File: src/rtl/example_or_sched.sv
// example_or_sched: round-robin scheduler sharing one OR unit among NREQ requesters
module example_or_sched #(
  parameter int NREQ = 4,
  parameter int W    = 8,
  parameter int IDW  = 2,
  parameter int CNTW = 16
) (
  input  logic              clk,
  input  logic              reset,
  input  logic [NREQ-1:0]   req_valid,
  output logic [NREQ-1:0]   req_ready,
  input  logic [NREQ*W-1:0] req_a,
  input  logic [NREQ*W-1:0] req_b,
  output logic [W-1:0]      op_a,
  output logic [W-1:0]      op_b,
  input  logic [W-1:0]      op_z,
  output logic              rsp_valid,
  input  logic              rsp_ready,
  output logic [IDW-1:0]    rsp_id,
  output logic [W-1:0]      rsp_z,
  output logic [CNTW-1:0]   done_cnt
);
  typedef enum logic [1:0] {IDLE, ISSUE, HOLD} state_t;
  state_t state, nxt;
  logic [IDW-1:0] ptr, g;
  logic any, accept;
  always_comb begin
    g = '0;
    any = 1'b0;
    for (int k = NREQ; k >= 1; k--)
      if (req_valid[IDW'((int'(ptr) + k) % NREQ)]) begin
        g = IDW'((int'(ptr) + k) % NREQ);
        any = 1'b1;
      end
  end
  assign accept = state == IDLE && any;
  assign req_ready = (!reset && accept) ? NREQ'(1) << g : '0;
  always_comb nxt = state == IDLE ? (any ? ISSUE : IDLE) : state == ISSUE ? HOLD : rsp_ready ? IDLE : HOLD;
  always_ff @(posedge clk) state <= reset ? IDLE : nxt;
  always_ff @(posedge clk) begin
    if (reset) begin
      ptr <= IDW'(NREQ - 1);
      op_a <= '0;
      op_b <= '0;
      rsp_valid <= 1'b0;
      rsp_id <= '0;
      rsp_z <= '0;
      done_cnt <= '0;
    end else begin
      if (accept) begin
        op_a <= req_a[int'(g)*W +: W];
        op_b <= req_b[int'(g)*W +: W];
        rsp_id <= g;
        ptr <= g;
      end
      if (state == ISSUE) begin
        rsp_z <= op_z;
        rsp_valid <= 1'b1;
      end
      if (state == HOLD && rsp_ready) begin
        rsp_valid <= 1'b0;
        done_cnt <= done_cnt + CNTW'(1);
      end
    end
  end
endmodule

File: config.mk
export PLATFORM = sky130hd
export DESIGN_NAME = example_or_sched
export DESIGN_NICKNAME = d
export VERILOG_FILES = /design/src/rtl/example_or_sched.sv
export SDC_FILE = /design/constraint.sdc
export NUM_CORES = 1
export LEC_CHECK = 0
export ABC_AREA = 1
export ABC_CLOCK_PERIOD_IN_PS = 2700
export CELL_PAD_IN_SITES_DETAIL_PLACEMENT = 0
export CELL_PAD_IN_SITES_GLOBAL_PLACEMENT = 1
export CORE_UTILIZATION = 27
export CTS_CLUSTER_DIAMETER = 50
export DETAILED_ROUTE_END_ITERATION = 10
export GPL_TIMING_DRIVEN = 0
export PLACE_DENSITY = 0.83
export SYNTH_ARGS = -nofsm -noshare
export SYNTH_HDL_FRONTEND = slang
export SYNTH_SLANG_ARGS = --single-unit
File: constraint.sdc
create_clock -name clk -period 2.7 [get_ports clk]
set_input_delay 0.81 -clock clk [delete_from_list [all_inputs] [get_ports clk]]
set_output_delay 0.81 -clock clk [all_outputs]
set_load 0.05 [all_outputs]
**Word-level counts from Yosys, hierarchy flattened**

Cells that the tools add are included.

- Register bits: 47
- Output and inout port bits: 47
- Input port bits: 79

- Eq/ne operators: 2
- Shifts and indexed selects: 3
- Muxes and demuxes: 25
- Add/sub/neg operators: 5
- Reductions and logical operators: 6
- Order comparisons: 4

Operators by type and width:

| cell | number |
|---|---|
| 32-bit by 6-bit variable part select with 8-bit output | 2 |
| 16-bit by 1-bit adder with 16-bit output (second input constant) | 1 |
| 2-bit by 4-bit < comparator with 1-bit output (second input constant) | 4 |
| 2-bit 2-to-1 mux | 7 |
| 1-bit 2-to-1 mux | 13 |
| 1-bit binary-select mux with 2-bit select | 4 |
| 2-bit by 1-bit adder with 2-bit output (second input constant) | 2 |
| 2-bit adder (second input constant) | 2 |
| 4-bit 2-to-1 mux | 1 |
| 1-bit by 2-bit << shifter with 4-bit output (first input constant) | 1 |
| 1-bit logical AND | 3 |
| 2-bit by 1-bit equality test with 1-bit output (second input constant) | 1 |
| 2-bit equality test (second input constant) | 1 |
| 2-bit logical NOT | 1 |
| 2-bit OR reduction | 1 |
| 1-bit logical NOT | 1 |

**Logic depth before layout (Yosys ltp)**

Gate-level depths: netlist of the first run.

- Word-level depth: 11
- Mapped depth: 16
- Mapped depth without buffers: 15

**Worst setup path before layout of the first run**

Ideal clock, no wire load.

- Path kind: input-to-output
- Start point: in req_valid[1]
- End point: out req_ready[0]
- Required time: 1.890 ns
- Slack: -0.792 ns
- Cell stages on the path: 10
- Arrival time: 2.682 ns
- Buffers on the path: 2
- Path through: inv_1 > nand2_1 > and2_1 > nor2_1 > nor2_1 > nand3_2 > nand2_1 > buf_6 > buf_6 > nor3_1

- Longest elaborated chain between the ends: 10
- Elaborated cells between the ends (all ways): 24
- Those cells by class: shift: 1; mux: 21; reduce/logical: 2

RTL lines:

| item | RTL line | text |
|---|---|---|
| start: declaration | 10 | `input logic [NREQ-1:0] req_valid,` |
| 1-bit binary-select mux with 2-bit select | 31 | `if (req_valid[IDW'((int'(ptr) + k) % NREQ)]) begin` |
| 1-bit 2-to-1 mux (implied by the code) (2 in a row) | 31 |  |
| 1-bit 2-to-1 mux (4 in a row) | 31 |  |
| 1-bit logical AND | 36 | `assign accept = state == IDLE && any;` |
| 1-bit logical AND | 37 | `assign req_ready = (!reset && accept) ? NREQ'(1) << g : '0;` |
| 4-bit 2-to-1 mux (*) | 37 |  |
| end: declaration | 11 | `output logic [NREQ-1:0] req_ready,` |

Mark *: on every way between the ends. The rest lies on a longest branch, timed or not. The select of a mux whose other input is x is not followed.

**Worst setup path after layout of the first run**

- Start point: in req_valid[1]
- End point: out req_ready[2]

Same word-level chain as after synthesis.

==> results.py, run 1 <==
metrics = {
    "status": {
        "run_status": "finished, violations left",
        "failed_checks": "negative setup slack",
    },
    "sta": {
        "report.final.hold_viol_count": 0,
        "layout_min_cycle_time_ns": 2.77,
        "maxClockFrequency_mhz": 361,
        "clock-skew-final_ns": 0.00849,
        "timing.max_slew.rel_slack": 0.619,
        "final-setup-viol-count": 3,
        "tightestPinTransition_ns": 0.570,
        "slew_viol_final": 0,
        "min_period_over_period": 1.03,
        "fin_ws_ns": -0.0688,
        "unrepaired_setup_endpoints_after_global_routing": "true",
    },
    "layout": {
        "antenna_cells": 0,
        "finalNetCount": 641,
        "areaGrowthSynthToFinish_pct": 74.3,
        "num-fill-cells": 930,
        "drive_above_1_share": 0.210,
    },
    "global_routing": {
        "grt_max_degree": 16,
        "globalRouteMet3Util": 0.0291,
        "grt_met2_usage": 0.303,
        "global_route.overflow_total": 0,
        "met1_usage": 0.202,
        "grt_pass1_vias": 2857,
        "grt_pass1_wl_um": 13400,
        "antenna_found_initial": 0,
        "gr-max-usage-layer": "met2",
        "global_route_usage_sum": 0.167,
    },
    "logic_synthesis": {
        "synth_common_cells": "sky130_fd_sc_hd__nand2_1 (135), sky130_fd_sc_hd__dfxtp_1 (47), sky130_fd_sc_hd__nor2_1 (47), sky130_fd_sc_hd__nand3_1 (46), sky130_fd_sc_hd__inv_1 (44)",
        "post_synth_num_cell_types": 30,
        "synth-seq-area-share": 0.357,
        "synth.top_cells.by_area": "sky130_fd_sc_hd__dfxtp_1 (36%), sky130_fd_sc_hd__nand2_1 (19%), sky130_fd_sc_hd__nand3_1 (8.7%)",
        "postSynth.asyncResetShare": 0,
        "synth_area_leader_cell": "sky130_fd_sc_hd__dfxtp_1",
        "synthesis.area_um2": 2640,
        "ys_dominant_reg_cell": "sky130_fd_sc_hd__dfxtp_1",
        "synth_enable_flop_cells": 0,
        "synthesis.instances": 411,
        "postSynthAreaPerCell_um2": 6.41,
        "synth_most_common_cell": "sky130_fd_sc_hd__nand2_1",
        "syn-num-nets": 491,
        "ys_ff_latch": 47,
        "synth_top_cell_area_share": 0.357,
        "synth_warnings": 0,
    },
    "critical_path": {
        "path_depth_of_the_worst_reg2reg_path": 14,
        "worstSetupPathType": "input port to primary output",
        "cp.arrival_ns": 1.96,
        "critical_path_start": "req_valid[1]",
        "startpoint_type": "input port",
        "worstSetupEndpointType": "primary output",
        "reg2reg_launch_point": "ptr[0]$_SDFFE_PP1P_",
        "worstPathMaxFanout": 4,
        "timing.critical_path.required_ns": 1.89,
        "regToRegSetupSlack_ns": 0.59,
    },
    "cts": {
        "clock_latency_ns": 0.31,
        "clock_sinks": 47,
        "max-clock-path-buffers": 2,
        "cts_made_buffers": 5,
        "post_cts_hold_buffer_count": 0,
        "clk_root_buffer_cell": "sky130_fd_sc_hd__clkbuf_8",
        "ctsHtreeMaxLevel": 2,
        "cts.reportedPaths.clkPinSlew_ns": 0.09,
        "tritoncts": "done",
    },
    "die": {
        "core-area_um2": 9330,
        "die_y_um": 101,
        "initial_core_util": 0.283,
        "ios": 126,
        "core.rowCount": 35,
        "design.die.area_um2": 10200,
        "chipWidth_um": 101,
    },
    "power_and_ir_drop": {
        "max-vdd-ir-drop_mv": 0.597,
        "power_leakage_nw": 2.01,
        "p_total_mw": 5.30,
        "power-per-cell-area_nw_per_um2": 1150,
    },
    "routing": {
        "antenna_left": 0,
        "avgRoutedWirePerCell_um": 12.6,
        "route.detailed.drc": 0,
        "detail_route.iter0.violations": 79,
        "firstDrtPassIters": 6,
        "dr_total_vias": 3072,
        "route.final.wire_length_um": 8720,
        "vias_per_cell": 4.45,
    },
    "flow_run": {
        "max_cap_violations": 0,
    },
    "placed_design": {
        "pre_cts_slack_ns": -1.45,
        "io_buffers": 125,
        "place_hpwl_um": 6390,
        "place_congestion": 0.778,
    },
    "worst_hold_path": {
        "holdCritStartpoint": "rsp_id[0]$_SDFFE_PP0P_",
        "worst_hold_path_class": "register to register",
        "timing.hold.worst_path_depth": 2,
    },
}
==> metal layers <==
| layer | up-vias | share of wire |
|---|---|---|
| li1 | 1599 | - |
| met1 | 1383 | 0.44 |
| met2 | 81 | 0.50 |
| met3 | 9 | 0.045 |
| met4 | 0 | 0.017 |
| met5 | - | 0 |
==> logic make-up after synthesis <==
| kind of cell | count (synthesis) | share of synthesized area |
|---|---|---|
| compound gates | 46 | 0.122 |
| xor+xnor | 1 | 0.00332 |
| fa+ha+maj | 1 | 0.00475 |
| buf+inv | 66 | 0.112 |
| flops | 47 | 0.357 |
| simple gates | 250 | 0.402 |
==> stage by stage <==
step	std cells	TNS, ns	cell area, um2	hold WS (ns)	util
after global routing	691	-0.447	4600	0.480	0.493
after detailed placement	665	-5.74	4120	0.440	0.442
after floorplan	411	-0.368	2710	0.511	-
final	691	-0.168	4600	0.457	0.493
after CTS	681	-0.403	4370	0.457	0.468
after global placement	665	-5.61	4120	0.441	0.442
==> cell usage in the layout, fill, tap and decap left out, drive strengths merged, types with 10 or more instances in the layout <==
| master | n |
|---|---|
| a21oi | 12 |
| clkdlybuf4s50 | 116 |
| inv | 50 |
| nand2 | 137 |
| buf | 40 |
| dfxtp | 47 |
| nor2 | 50 |
| nand3 | 47 |
| o211ai | 10 |
| o21ai | 21 |
==> power by group <==
part / total (mW) / switching (mW) / internal (mW)
clock network: 0.468 / 0.258 / 0.210
logic: 3.84 / 2.37 / 1.47
registers: 0.988 / 0.121 / 0.867
==> what timing repair did <==
item,4_1_cts,5_1_grt
endpoints found under the hold margin,0,0
buffers inserted,9,11
pin swaps,12,19
gates resized for setup,81,45
setup endpoints to repair,4,4
==> registers in the layout, summed over array words and instances, names as in the netlist <==
| signal | flops |
|---|---|
| done_cnt | 16 |
| op_a | 8 |
| op_b | 8 |
| rsp_z | 8 |
| ptr | 2 |
| rsp_id | 2 |
| state | 2 |
| rsp_valid | 1 |
==> final cells by class <==
class	count	area (um2)	area share
inverter	50	208	0.0452
sequential	47	946	0.206
timing repair buffer	145	1440	0.313
tap	129	161	0.0351
buffer	14	109	0.0237
clock buffer	6	82.6	0.0180
clock inverter	2	16.3	0.00354
multi-input combinational	298	1640	0.356
==> worst max-delay path, stage by stage <==
cell,delay [ns]
sky130_fd_sc_hd__buf_8,0.10
sky130_fd_sc_hd__nand2_4,0.07
sky130_fd_sc_hd__nand2_4,0.07
sky130_fd_sc_hd__nand2_4,0.06
sky130_fd_sc_hd__nand2_2,0.05
sky130_fd_sc_hd__inv_2,0.05
sky130_fd_sc_hd__nand2_2,0.06
sky130_fd_sc_hd__a21oi_4,0.22
sky130_fd_sc_hd__buf_8,0.15
sky130_fd_sc_hd__nand2_4,0.05
sky130_fd_sc_hd__nor2_4,0.11
sky130_fd_sc_hd__buf_8,0.15
==> final timing paths <==
check,end
worst max-delay path,req_ready[2]
worst min-delay path,rsp_id[0]$_SDFFE_PP0P_
worst max register to register,op_a[2]$_SDFFE_PP0P_
worst min register to register,rsp_id[0]$_SDFFE_PP0P_
No activity file was read; power rests on OpenSTA's default activity.
==> run 2, diff against run 1 <==
--- a/config.mk
+++ b/config.mk
@@ -9,10 +9,10 @@
 export ABC_CLOCK_PERIOD_IN_PS = 2700
 export CELL_PAD_IN_SITES_DETAIL_PLACEMENT = 0
 export CELL_PAD_IN_SITES_GLOBAL_PLACEMENT = 1
+export CORE_MARGIN = 2
 export CORE_UTILIZATION = 27
 export CTS_CLUSTER_DIAMETER = 50
 export DETAILED_ROUTE_END_ITERATION = 10
-export GPL_TIMING_DRIVEN = 0
 export PLACE_DENSITY = 0.83
 export SYNTH_ARGS = -nofsm -noshare
 export SYNTH_HDL_FRONTEND = slang
==> results.py, run 2 (synthesis results as in run 1) <==
metrics = {
    "routing": {
        "dr_total_vias": 3037,
        "route.final.wire_length_um": 8220,
        "vias_per_cell": 4.39,
        "route.detailed.drc": 0,
        "antenna_left": 0,
        "avgRoutedWirePerCell_um": 11.9,
        "detail_route.iter0.violations": 89,
        "firstDrtPassIters": 4,
    },
    "global_routing": {
        "global_route.overflow_total": 0,
        "grt_pass1_vias": 2999,
        "grt_max_degree": 30,
        "global_route_usage_sum": 0.163,
        "antenna_found_initial": 0,
        "grt_pass1_wl_um": 13700,
    },
    "cts": {
        "clock_latency_ns": 0.30,
        "cts_made_buffers": 5,
        "cts.reportedPaths.clkPinSlew_ns": 0.08,
        "clk_root_buffer_cell": "sky130_fd_sc_hd__clkbuf_8",
        "tritoncts": "done",
        "clock_sinks": 47,
        "max-clock-path-buffers": 2,
        "ctsHtreeMaxLevel": 2,
    },
    "worst_hold_path": {
        "worstHoldEndpoint": "op_b[6]$_SDFFE_PP0P_",
        "timing.hold.worst_path_depth": 2,
        "holdCritStartpoint": "op_b[6]$_SDFFE_PP0P_",
        "worst_hold_path_class": "register to register",
    },
    "critical_path": {
        "worstSetupEndpointType": "primary output",
        "path_depth_of_the_worst_reg2reg_path": 14,
        "startpoint_type": "input port",
        "worstSetupPathType": "input port to primary output",
        "reg2reg_launch_point": "ptr[0]$_SDFFE_PP1P_",
        "cp.arrival_ns": 1.92,
        "timing.critical_path.required_ns": 1.89,
        "regToRegSetupSlack_ns": 0.34,
        "critical_path.reg2reg.endpoint": "op_a[3]$_SDFFE_PP0P_",
        "worstPathMaxFanout": 4,
    },
    "sta": {
        "fin_hold_ws_ns": 0.459,
        "clock-skew-final_ns": 0.0148,
        "min_period_over_period": 1.01,
        "maxClockFrequency_mhz": 366,
        "timing.max_slew.rel_slack": 0.470,
        "unrepaired_setup_endpoints_after_global_routing": "true",
        "slew_viol_final": 0,
        "layout_min_cycle_time_ns": 2.73,
        "setup-tns-final_ns": -0.0805,
        "report.final.hold_viol_count": 0,
        "fin_ws_ns": -0.0312,
        "tightestPinTransition_ns": 0.795,
        "final-setup-viol-count": 3,
    },
    "flow_run": {
        "max_cap_violations": 0,
    },
    "layout": {
        "antenna_cells": 0,
        "largest_register": "done_cnt",
        "stdcell_count": 692,
        "most_frequent_standard_cell_in_the_layout_excluding_fill_and_tap_cells": "sky130_fd_sc_hd__clkdlybuf4s50_1",
        "finalNetCount": 638,
        "areaGrowthSynthToFinish_pct": 70.2,
        "drive_above_1_share": 0.193,
        "mostFrequentLayoutCells": "sky130_fd_sc_hd__clkdlybuf4s50_1 (117), sky130_fd_sc_hd__nand2_1 (116), sky130_fd_sc_hd__dfxtp_1 (45)",
        "largest_register_ffs": 16,
    },
    "placed_design": {
        "io_buffers": 125,
        "place_hpwl_um": 6230,
        "place_congestion": 0.807,
        "pre_cts_slack_ns": -0.483,
        "placedCellCount": 674,
    },
    "power_and_ir_drop": {
        "max-vdd-ir-drop_mv": 0.617,
        "net_switching_power_figure_mw": 2.55,
        "power.share.sequential": 0.195,
        "p_total_mw": 5.01,
        "power-per-cell-area_nw_per_um2": 1120,
        "p_clk_frac": 0.092,
        "power_leakage_nw": 1.96,
        "power_report.internal_total_mw": 2.46,
        "combinational_group_share_of_total_power": 0.713,
        "netSwitchingFraction": 0.509,
    },
    "die": {
        "chipWidth_um": 103,
        "design.die.area_um2": 10600,
        "initial_core_util": 0.273,
        "die_y_um": 103,
        "core-area_um2": 9640,
        "core.rowCount": 36,
        "ios": 126,
    },
    "status": {
        "run_status": "finished, violations left",
        "failed_checks": "negative setup slack",
    },
}
run 2: cell count changes in the layout (fill, tap and decap cells not counted), moves of 4 or more:
cell | before | now
sky130_fd_sc_hd__buf_2 | 5 | 1
sky130_fd_sc_hd__buf_8 | 7 | 1
sky130_fd_sc_hd__nand2_1 | 108 | 116
sky130_fd_sc_hd__buf_4 | 21 | 28
sky130_fd_sc_hd__nand2_4 | 15 | 6
sky130_fd_sc_hd__buf_12 | 1 | 5
run 2: worst max-delay path by stage:
stage / from / endpoint / slack, ns
finish: req_valid[1] / req_ready[2] / -0.03
floorplan: req_valid[1] / req_ready[0] / -0.14
detailed placement: req_valid[1] / req_ready[1] / -0.48
global placement: req_valid[2] / req_ready[1] / -0.44
global route: req_valid[1] / req_ready[2] / -0.10
CTS: req_valid[0] / req_ready[3] / -0.03
run 2: power by group through the flow:
stage | Clock (mW) | Combinational [mW] | Sequential, mW
final | 0.461 | 3.57 | 0.976
after global routing | 0.512 | 3.92 | 1.00
after CTS | 0.483 | 3.53 | 0.967
after detailed placement | 0 | 3.26 | 0.974
after global placement | 0 | 3.25 | 0.975
after floorplan | 0 | 1.91 | 1.43
run 2: critical path: stages:
cell	delay, ns
sky130_fd_sc_hd__buf_8	0.10
sky130_fd_sc_hd__nand2_2	0.06
sky130_fd_sc_hd__nand2_2	0.07
sky130_fd_sc_hd__nand2_2	0.07
sky130_fd_sc_hd__nand2_1	0.05
sky130_fd_sc_hd__inv_1	0.04
sky130_fd_sc_hd__nand2_1	0.05
sky130_fd_sc_hd__a21oi_2	0.21
sky130_fd_sc_hd__buf_6	0.16
sky130_fd_sc_hd__nand2_4	0.06
sky130_fd_sc_hd__nor2_4	0.09
sky130_fd_sc_hd__buf_12	0.14
run 2: layout make-up:
| type | instances | area, um2 |
|---|---|---|
| Sequential cell | 47 | 946 |
| Multi-Input combinational cell | 298 | 1540 |
| Fill cell | 999 | 5150 |
| Timing Repair Buffer | 156 | 1550 |
| Clock buffer | 6 | 82.6 |
| Clock inverter | 2 | 16.3 |
| Tap cell | 133 | 166 |
| Inverter | 50 | 195 |
run 2: routing by layer:
layer / up-vias / track usage / part of all wire
li1: 1592 / - / -
met1: 1342 / 0.199 / 0.42
met2: 97 / 0.287 / 0.50
met3: 6 / 0.0420 / 0.065
met4: 0 / 0.0435 / 0.011
met5: - / 0 / 0
run 2: metrics by stage:
stage           util  cell area (um2)
3_3_place_gp   0.437             4210
3_5_place_dp   0.437             4210
5_1_grt        0.466             4490
4_1_cts        0.460             4440
6_report       0.466             4490
2_1_floorplan      -             2710
run 2: repair_timing:
item,CTS,global route
gates cloned,0,0
setup endpoints to repair,14,4
setup buffers,7,3
pin swaps,18,5
hold buffers,0,0
resized for setup,49,9
==> patch (settings of run 2) <==
The parameter `CNTW` goes from 16 to 17.
--- a/src/rtl/example_or_sched.sv
+++ b/src/rtl/example_or_sched.sv
@@ -3,7 +3,7 @@
   parameter int NREQ = 4,
   parameter int W    = 8,
   parameter int IDW  = 2,
-  parameter int CNTW = 16
+  parameter int CNTW = 17
 ) (
   input  logic              clk,
   input  logic              reset,
Interface: changed (resized done_cnt); port bits go from 126 to 127. No check against the original RTL was run, so the function may have changed too.
==> patch against run 2 <==
The flow still finishes with violations (negative setup slack). Total power grew 6.0%. Setup slack lost 0.11 ns. Maximum frequency shrank 3.9%. Cell area grew 3.7%. Area after synthesis grew 3.3%. Routed wire length grew 6.1%. Largest cell class is now multi-input combinational cells. Sequential cell count grew 1. Highest routed layer unchanged. Critical endpoint is now req_ready[0].
==> patch: results (changes against run 2) <==
global-route usage over all layers 15.9% (-0.44 points); r2r worst-path depth 15 (+1); DPL Wire Length 6610 um (+6.1%); Arrival @ worst endpoint 2.03 ns (+0.11 ns); final instance area 0.00465 sq mm (+3.7%); syn_nets 498 (+1.4%); post-synthesis sequential area ratio 35.3% (-0.41 points); Post-synth top cells 89 x nand2_1, 72 x nor2_1, 50 x nand3_1; die area 0.0109 sq mm (+3.2%); Synth Area in XOR/XNOR 0% (-0.33 points); # resized after CTS 39 (-20%); routed wire length 8720 um (+6.1%); biggest cell delay along the critical path 0.16 ns (-0.05 ns); largest net degree at the start of global routing 36 (+20%); WL met3 563 um (+4.6%); final worst slack -0.141 ns (-0.109 ns); crit path from req_valid[3]; Clock Sinks 48 (+2.1%); final net count 644 (+0.94%); max reg flops 17 (+1); Multi-input gate area 0.00167 sq mm (+8.7%); Multi-In Gates 311 (+4.4%); violated checks negative setup slack; Placed Instances 686 (+1.8%); adder-cell area share of the yosys netlist 0.459% (-0.015 points); layout cell share with drive strength beyond 1 18.8% (-0.56 points); leakage 0.00195 uW (-0.36%); DR vias 3,215 (+5.9%); Worst path slowest cell nor3_4; status finished with violations; final setup vio count 4 (+1)
patch: changes by cell type in the layout (fill, tap and decap cells not counted), sizes merged, moves of 8 or more:
cell,run 2,this run
inv,50,40
nand2,137,97
nand3,47,62
nand4,2,15
nor2,50,74
o211ai,10,2
o21ai,21,35
patch: worst reg2reg max path, cell delays in order, from the launching register on:
cell     delay (ns)
dfxtp_2        0.36
buf_4          0.16
nand2_1        0.06
nand2_1        0.13
nand2_2        0.07
buf_4          0.14
nand2_1        0.05
inv_1          0.04
nand2_1        0.10
nand2_4        0.10
buf_4          0.26
nor2_2         0.53
nand2_1        0.10
nand2_1        0.08
nor2_1         0.05
nor2_1         0.07
patch: per-stage QoR:
stage	setup TNS [ns]	hold slack (ns)	power, uW
after floorplan	-0.867	0.507	3570
after global placement	-9.78	0.459	4520
after detailed placement	-11.38	0.472	4570
after CTS	-0.543	0.487	5230
after global routing	-0.777	0.519	5740
final	-0.460	0.483	5310
